File: src/rtl/mem_arbiter.sv
// mem_arbiter: two-requester valid/ready arbiter sequencing one access at a time
// into a 16x16 synchronous memory, with a one-cycle response pulse per command.
module mem_arbiter #(
    parameter int ADDR_W = 4,
    parameter int DATA_W = 16,
    parameter int RR_EN  = 1
) (
    input  logic              clk,
    input  logic              rst_n,
    input  logic              a_valid,
    output logic              a_ready,
    input  logic              a_we,
    input  logic [ADDR_W-1:0] a_addr,
    input  logic [DATA_W-1:0] a_wdata,
    output logic              a_rsp_valid,
    input  logic              b_valid,
    output logic              b_ready,
    input  logic              b_we,
    input  logic [ADDR_W-1:0] b_addr,
    input  logic [DATA_W-1:0] b_wdata,
    output logic              b_rsp_valid,
    output logic [DATA_W-1:0] rsp_rdata,
    output logic [ADDR_W-1:0] mem_addr,
    output logic [DATA_W-1:0] mem_ip,
    output logic              mem_we,
    output logic              mem_oe,
    input  logic [DATA_W-1:0] mem_op
);
    typedef enum logic [1:0] {IDLE, ACCESS, RESP} state_t;
    state_t state;
    logic last_grant, owner, cmd_we, grant_b;
    // last_grant/owner: 0 = A, 1 = B; mem_addr/mem_ip double as the command address/data regs
    assign grant_b = b_valid & (~a_valid | ((RR_EN != 0) & ~last_grant));
    assign a_ready = rst_n & (state == IDLE) & a_valid & ~grant_b;
    assign b_ready = rst_n & (state == IDLE) & grant_b;
    always_ff @(posedge clk or negedge rst_n) begin
        if (!rst_n) begin
            state       <= IDLE;
            last_grant  <= 1'b1;
            owner       <= 1'b0;
            cmd_we      <= 1'b0;
            rsp_rdata   <= '0;
            mem_addr    <= '0;
            mem_ip      <= '0;
            mem_we      <= 1'b0;
            mem_oe      <= 1'b0;
            a_rsp_valid <= 1'b0;
            b_rsp_valid <= 1'b0;
        end else begin
            case (state)
                IDLE: if (a_ready | b_ready) begin
                    owner      <= grant_b;
                    last_grant <= grant_b;
                    cmd_we     <= grant_b ? b_we : a_we;
                    mem_addr   <= grant_b ? b_addr : a_addr;
                    mem_ip     <= grant_b ? b_wdata : a_wdata;
                    mem_we     <= grant_b ? b_we : a_we;
                    mem_oe     <= grant_b ? ~b_we : ~a_we;
                    state      <= ACCESS;
                end
                ACCESS: begin
                    if (!cmd_we) rsp_rdata <= mem_op;
                    mem_we      <= 1'b0;
                    mem_oe      <= 1'b0;
                    a_rsp_valid <= ~owner;
                    b_rsp_valid <= owner;
                    state       <= RESP;
                end
                default: begin
                    a_rsp_valid <= 1'b0;
                    b_rsp_valid <= 1'b0;
                    state       <= IDLE;
                end
            endcase
        end
    end
endmodule
File: config.mk
export PLATFORM = sky130hd
export DESIGN_NAME = mem_arbiter
export DESIGN_NICKNAME = d
export VERILOG_FILES = /design/src/rtl/mem_arbiter.sv
export SDC_FILE = /design/constraint.sdc
export NUM_CORES = 1
export LEC_CHECK = 0
export CAP_MARGIN = 0
export CORE_ASPECT_RATIO = 1.5
export CORE_MARGIN = 2
export CORE_UTILIZATION = 36
export CTS_BUF_LIST = sky130_fd_sc_hd__clkbuf_2
export DETAILED_ROUTE_END_ITERATION = 10
export PLACE_DENSITY = 0.86
export SLEW_MARGIN = 25
export SYNTH_ARGS = -nofsm -noshare
export SYNTH_HDL_FRONTEND = slang
export SYNTH_SLANG_ARGS = --single-unit
File: constraint.sdc
create_clock -name clk -period 1.6 [get_ports clk]
set_input_delay 0.32 -clock clk [delete_from_list [all_inputs] [get_ports clk]]
set_output_delay 0.32 -clock clk [all_outputs]
set_load 0.05 [all_outputs]
; ---- After elaboration in Yosys (flattened, before gate mapping)
; Index checks and enable logic that the tools add are counted.
[totals]
out_inout_bits = 42
register_bits = 45
input_bits = 62
elab_cells = 44
[classes]
eq_ne = 2
n_reduce_logical = 5
n_bitwise = 14
mux = 12
[ops]
columns = cell, count
row1 = 16-bit two-way mux, 1
row2 = 1-bit one-hot mux with 2 select lines, 4
row3 = 1-bit NOT, 7
row4 = 2-bit AND reduction, 3
row5 = 1-bit bitwise AND, 5
row6 = 1-bit two-way mux, 4
row7 = 4-bit two-way mux, 1
row8 = 2-bit one-hot mux with 2 select lines, 1
row9 = "2-bit by 1-bit equality test with 1-bit output, second input constant", 1
row10 = 2-bit zero test, 1
row11 = 2-bit two-way mux, 1
row12 = "2-bit by 1-bit != test with 1-bit output, second input constant", 1
row13 = 1-bit bitwise OR, 2
row14 = 2-bit nonzero test, 1

; ---- Depth between registers and ports, before layout
[logic_depth]
ltp_word = 8
mapped_depth = 5
depth_no_buf = 3

; ---- Least setup slack after synthesis
; Ideal clock, no wire load.
[synth_timing]
path_type = register -> output
start = register state[0]
end = output a_ready
path_stages_with_launch = 4
required_ns = 1.280
t_arrival_ns = 1.455
slack_ns = -0.175
n_path_buf = 0
path_cell_list = dfrtp_1 -> nor3b_4 -> nand2_1 -> nor2_1
[synth_via]
elab_chain_cells = 4
[synth_lines]
columns = item, line
row1 = from (decl), 30  ; state_t state;
row2 = from (signal assigned), 38  ; state <= IDLE;
row3 = from (signal assigned), 59  ; state <= ACCESS;
row4 = from (signal assigned), 67  ; state <= RESP;
row5 = 2-bit zero test, 34  ; assign a_ready = rst_n & (state == IDLE) & a_valid & ~grant_b;
row6 = 1-bit bitwise AND (3 in series), 34
row7 = to (decl), 11  ; output logic a_ready,
; No other way between the ends.

; ---- Worst setup path after layout
[layout_timing]
start = register state[0]
end = output b_ready
[layout_via]
elab_chain_cells = 3
[layout_lines]
columns = item, line
row1 = 2-bit zero test, 35  ; assign b_ready = rst_n & (state == IDLE) & grant_b;
row2 = 1-bit bitwise AND (2 in series), 35
row3 = to (decl), 17  ; output logic b_ready,
; No other way between the ends.

==> flow_results.xml <==
<?xml version="1.0" encoding="UTF-8"?>
<metrics>
  <group name="run_status">
    <metric name="run_status" unit="">finished, violations left</metric>
    <metric name="violations" unit="">negative setup slack</metric>
  </group>
  <group name="clocking">
    <metric name="cts_tree" unit="">yes</metric>
    <metric name="numCtsBuffers" unit="">5</metric>
    <metric name="clk_transition_reported_paths" unit="ns">0.21</metric>
    <metric name="cts-root-buf" unit="">sky130_fd_sc_hd__clkbuf_2</metric>
    <metric name="cts-htree-levels" unit="">2</metric>
    <metric name="ctsLongestPathBuffers" unit="">2</metric>
    <metric name="clkSinkCount" unit="">45</metric>
    <metric name="clk_lat_worst_skew" unit="ns">0.40</metric>
  </group>
  <group name="timing">
    <metric name="slew_viol_final" unit="">0</metric>
    <metric name="setup_violations" unit="">22</metric>
    <metric name="fmax_achieved" unit="GHz">0.548</metric>
    <metric name="clock_skew" unit="ns">0.0178</metric>
    <metric name="rsz0062_at_grt" unit="">yes</metric>
    <metric name="slew_headroom" unit="">0.634</metric>
    <metric name="post-route-min-period" unit="ns">1.83</metric>
    <metric name="report.final.hold_viol_count" unit="">0</metric>
    <metric name="worst_slew_pin_slew" unit="ns">0.549</metric>
    <metric name="timing.final.ws_setup" unit="ns">-0.226</metric>
    <metric name="final.period_utilization" unit="">1.14</metric>
  </group>
  <group name="routing">
    <metric name="route.detailed.wl_per_inst" unit="um">15.4</metric>
    <metric name="drt_first_pass_iters" unit="">4</metric>
    <metric name="drc_errors" unit="">0</metric>
    <metric name="vias" unit="">1548</metric>
    <metric name="route.antenna.remaining_nets" unit="">0</metric>
    <metric name="detail_route.wirelength" unit="um">5120</metric>
    <metric name="avgViaCountPerCell" unit="">4.65</metric>
    <metric name="drt_iter0_drc" unit="">33</metric>
  </group>
  <group name="placement">
    <metric name="io_buffer_count" unit="">103</metric>
    <metric name="post-place-cells" unit="">311</metric>
    <metric name="hpwlAfterDp" unit="um">3460</metric>
    <metric name="postPlaceCellArea" unit="sq mm">0.00314</metric>
    <metric name="gpl.final_weighted_congestion" unit="">0.717</metric>
    <metric name="pre_cts_ws" unit="ns">-0.380</metric>
  </group>
  <group name="power_and_ir_drop">
    <metric name="total_power" unit="mW">5.46</metric>
    <metric name="static-leakage-power" unit="nW">1.54</metric>
    <metric name="power.ir.vdd_worst" unit="uV">833</metric>
    <metric name="p_per_area" unit="mW/mm^2">1610</metric>
  </group>
  <group name="setup_path">
    <metric name="maximum_fanout_along_the_worst_path" unit="">3</metric>
    <metric name="critical_path.reg2reg.startpoint" unit="">state[0]</metric>
    <metric name="cp_data_arrival_time" unit="ns">1.51</metric>
    <metric name="timing.rr.end" unit="">mem_addr[2]</metric>
    <metric name="r2r_setup_slack" unit="ns">-0.12</metric>
    <metric name="crit_type" unit="">reg -&gt; out</metric>
    <metric name="reg2reg_depth" unit="">5</metric>
    <metric name="critPathCaptureType" unit="">output port</metric>
    <metric name="required" unit="ns">1.28</metric>
    <metric name="start_kind" unit="">flop</metric>
  </group>
  <group name="logic_synthesis">
    <metric name="syn_inst" unit="">134</metric>
    <metric name="yosys.area.top_type_share" unit="">0.535</metric>
    <metric name="yosysTopAreaCell" unit="">sky130_fd_sc_hd__dfrtp_1</metric>
    <metric name="post-synth-top-count-cell" unit="">sky130_fd_sc_hd__dfrtp_1</metric>
    <metric name="portion_of_the_post_synthesis_area_used_by_sequential_elements" unit="">0.548</metric>
    <metric name="synth_area" unit="sq mm">0.00206</metric>
    <metric name="synth_edf_count" unit="">0</metric>
    <metric name="async_flop_share" unit="">1.00</metric>
    <metric name="synth.top_cells.by_count" unit="">44 x sky130_fd_sc_hd__dfrtp_1, 38 x sky130_fd_sc_hd__mux2_2, 10 x sky130_fd_sc_hd__mux2_4, 8 x sky130_fd_sc_hd__mux2_1, 4 x sky130_fd_sc_hd__nor2_1</metric>
    <metric name="synth.yosys.warnings" unit="">0</metric>
    <metric name="biggest_area_contributors_in_the_synthesized_netlist" unit="">sky130_fd_sc_hd__dfrtp_1 53%, sky130_fd_sc_hd__mux2_2 21%, sky130_fd_sc_hd__mux2_4 7.3%</metric>
    <metric name="ff_latch_count_synth" unit="">45</metric>
    <metric name="synthFlopType" unit="">sky130_fd_sc_hd__dfrtp_1</metric>
    <metric name="post_synth.cell_area_avg" unit="sq um">15.4</metric>
    <metric name="synth_cell_types" unit="">28</metric>
    <metric name="synthesis.nets" unit="">196</metric>
  </group>
  <group name="min_path">
    <metric name="hold_path.startpoint" unit="">rst_n</metric>
    <metric name="worstHoldPathCells" unit="">4</metric>
    <metric name="worst_hold_path_type" unit="">in -&gt; reg</metric>
    <metric name="hold_path_end" unit="">mem_oe</metric>
  </group>
  <group name="floorplan">
    <metric name="ioPinCount" unit="">104</metric>
    <metric name="fp.coreArea" unit="sq mm">0.00549</metric>
    <metric name="die_span_in_x" unit="um">65.7</metric>
    <metric name="die_h" unit="um">96.6</metric>
    <metric name="floorplan.die_area" unit="sq mm">0.00635</metric>
    <metric name="starting_density_of_the_core" unit="">0.375</metric>
    <metric name="std_cell_rows" unit="">33</metric>
  </group>
  <group name="global_route">
    <metric name="initial_antenna_violation_count" unit="">0</metric>
    <metric name="grt_pass1_wl" unit="um">7690</metric>
    <metric name="number_of_global_route_vias_before_repair" unit="">1659</metric>
    <metric name="global_route.usage.total" unit="">0.157</metric>
    <metric name="grt_start_max_net_pins" unit="">46</metric>
    <metric name="grt_overflow" unit="">0</metric>
  </group>
  <group name="layout">
    <metric name="flow.area_growth_from_synthesis" unit="%">64.5</metric>
    <metric name="utilization" unit="">0.617</metric>
    <metric name="design.final.nets" unit="">324</metric>
    <metric name="layout.cell_area.non_filler" unit="sq mm">0.00339</metric>
    <metric name="layout_cells_sized_above_1" unit="">0.517</metric>
    <metric name="count_of_non_filler_cells_in_the_finished_layout" unit="">333</metric>
    <metric name="antennaDiodeCount" unit="">0</metric>
  </group>
  <group name="flow_run">
    <metric name="cap_violations" unit="">0</metric>
  </group>
</metrics>
[worst max path at each step]
stage,depth (start not counted),from,to,slack (ns)
2_1_floorplan,3,state[0],a_ready,0.04
3_3_place_gp,5,b_valid,mem_ip[3],-0.34
3_5_place_dp,5,b_valid,mem_ip[6],-0.38
4_1_cts,5,state[1],a_ready,-0.27
5_1_grt,5,state[0],a_ready,-0.32
6_report,4,state[0],b_ready,-0.23
[worst max-delay path: stages (launching register included)]
cell and delay (ns):
sky130_fd_sc_hd__dfrtp_1 0.46, sky130_fd_sc_hd__nor3b_4 0.23, sky130_fd_sc_hd__buf_6 0.14, sky130_fd_sc_hd__and2_4 0.15, sky130_fd_sc_hd__buf_12 0.13
[logic make-up after synthesis]
| family | after synthesis | synth area share |
|---|---|---|
| flip-flops | 45 | 0.548 |
| buffers and inverters | 9 | 0.0395 |
| multiplexers | 58 | 0.334 |
| AO/OA/AOI/OAI | 9 | 0.0340 |
| AND/OR/NAND/NOR | 13 | 0.0444 |
[layer usage]
layer  share of wire  vias up  track usage
met1            0.36      748        0.177
li1                -      734            -
met5               0        -            0
met4           0.020        0       0.0577
met2            0.56       59        0.280
met3           0.057        7       0.0337
[final cells by class]
class / instances / area [sq um]
timing repair buffer: 127 / 1220
sequential: 45 / 1130
multi-input combinational: 80 / 905
inverter: 3 / 11.3
clock buffer: 5 / 25.0
fill: 450 / 2110
tap: 70 / 87.6
clock inverter: 3 / 12.5
[flip-flops by register name (all words and copies together) (netlist names)]
register,flops
a_rsp_valid,1
b_rsp_valid,1
cmd_we,1
last_grant,1
mem_addr,4
mem_ip,16
mem_oe,1
mem_we,1
owner,1
rsp_rdata,16
state,2
[metrics by stage]
step | TNS [ns] | hold WS, ns
after CTS | -0.512 | 0.277
after detailed placement | -7.94 | 0.477
after global routing | -3.32 | 0.382
final | -2.10 | 0.344
after floorplan | 0 | 0.0244
after global placement | -7.18 | 0.470
[report_power, final]
| group | switching [mW] | leakage, nW | internal, mW |
|---|---|---|---|
| clock network | 0.348 | 0.0278 | 0.0958 |
| logic | 1.94 | 0.982 | 1.28 |
| registers | 0.241 | 0.534 | 1.56 |
| total | 2.53 | 1.54 | 2.93 |
[cell usage in the layout, fill, tap and decap left out, types with 2 or more instances in the layout]
master                            instances
sky130_fd_sc_hd__inv_1                    3
sky130_fd_sc_hd__nor2_1                   3
sky130_fd_sc_hd__nor2_4                   2
sky130_fd_sc_hd__mux2_2                  35
sky130_fd_sc_hd__clkbuf_2                 5
sky130_fd_sc_hd__buf_6                    2
sky130_fd_sc_hd__dfrtp_1                 43
sky130_fd_sc_hd__buf_4                   55
sky130_fd_sc_hd__clkinv_1                 2
sky130_fd_sc_hd__clkbuf_16                2
sky130_fd_sc_hd__buf_12                   5
sky130_fd_sc_hd__mux2i_1                  2
sky130_fd_sc_hd__a21oi_1                  2
sky130_fd_sc_hd__mux2_4                  20
sky130_fd_sc_hd__clkdlybuf4s50_1         60
[repair_timing]
item                                    4_1_cts  5_1_grt
hold buffers                                  1        0
resized for setup                            10        9
pin swaps                                     4        2
buffers inserted                              7        4
endpoints found under the hold margin        11        0
endpoints found under the setup margin        2       22
cloned                                        0        2
No activity file was read; power rests on OpenSTA's default activity.
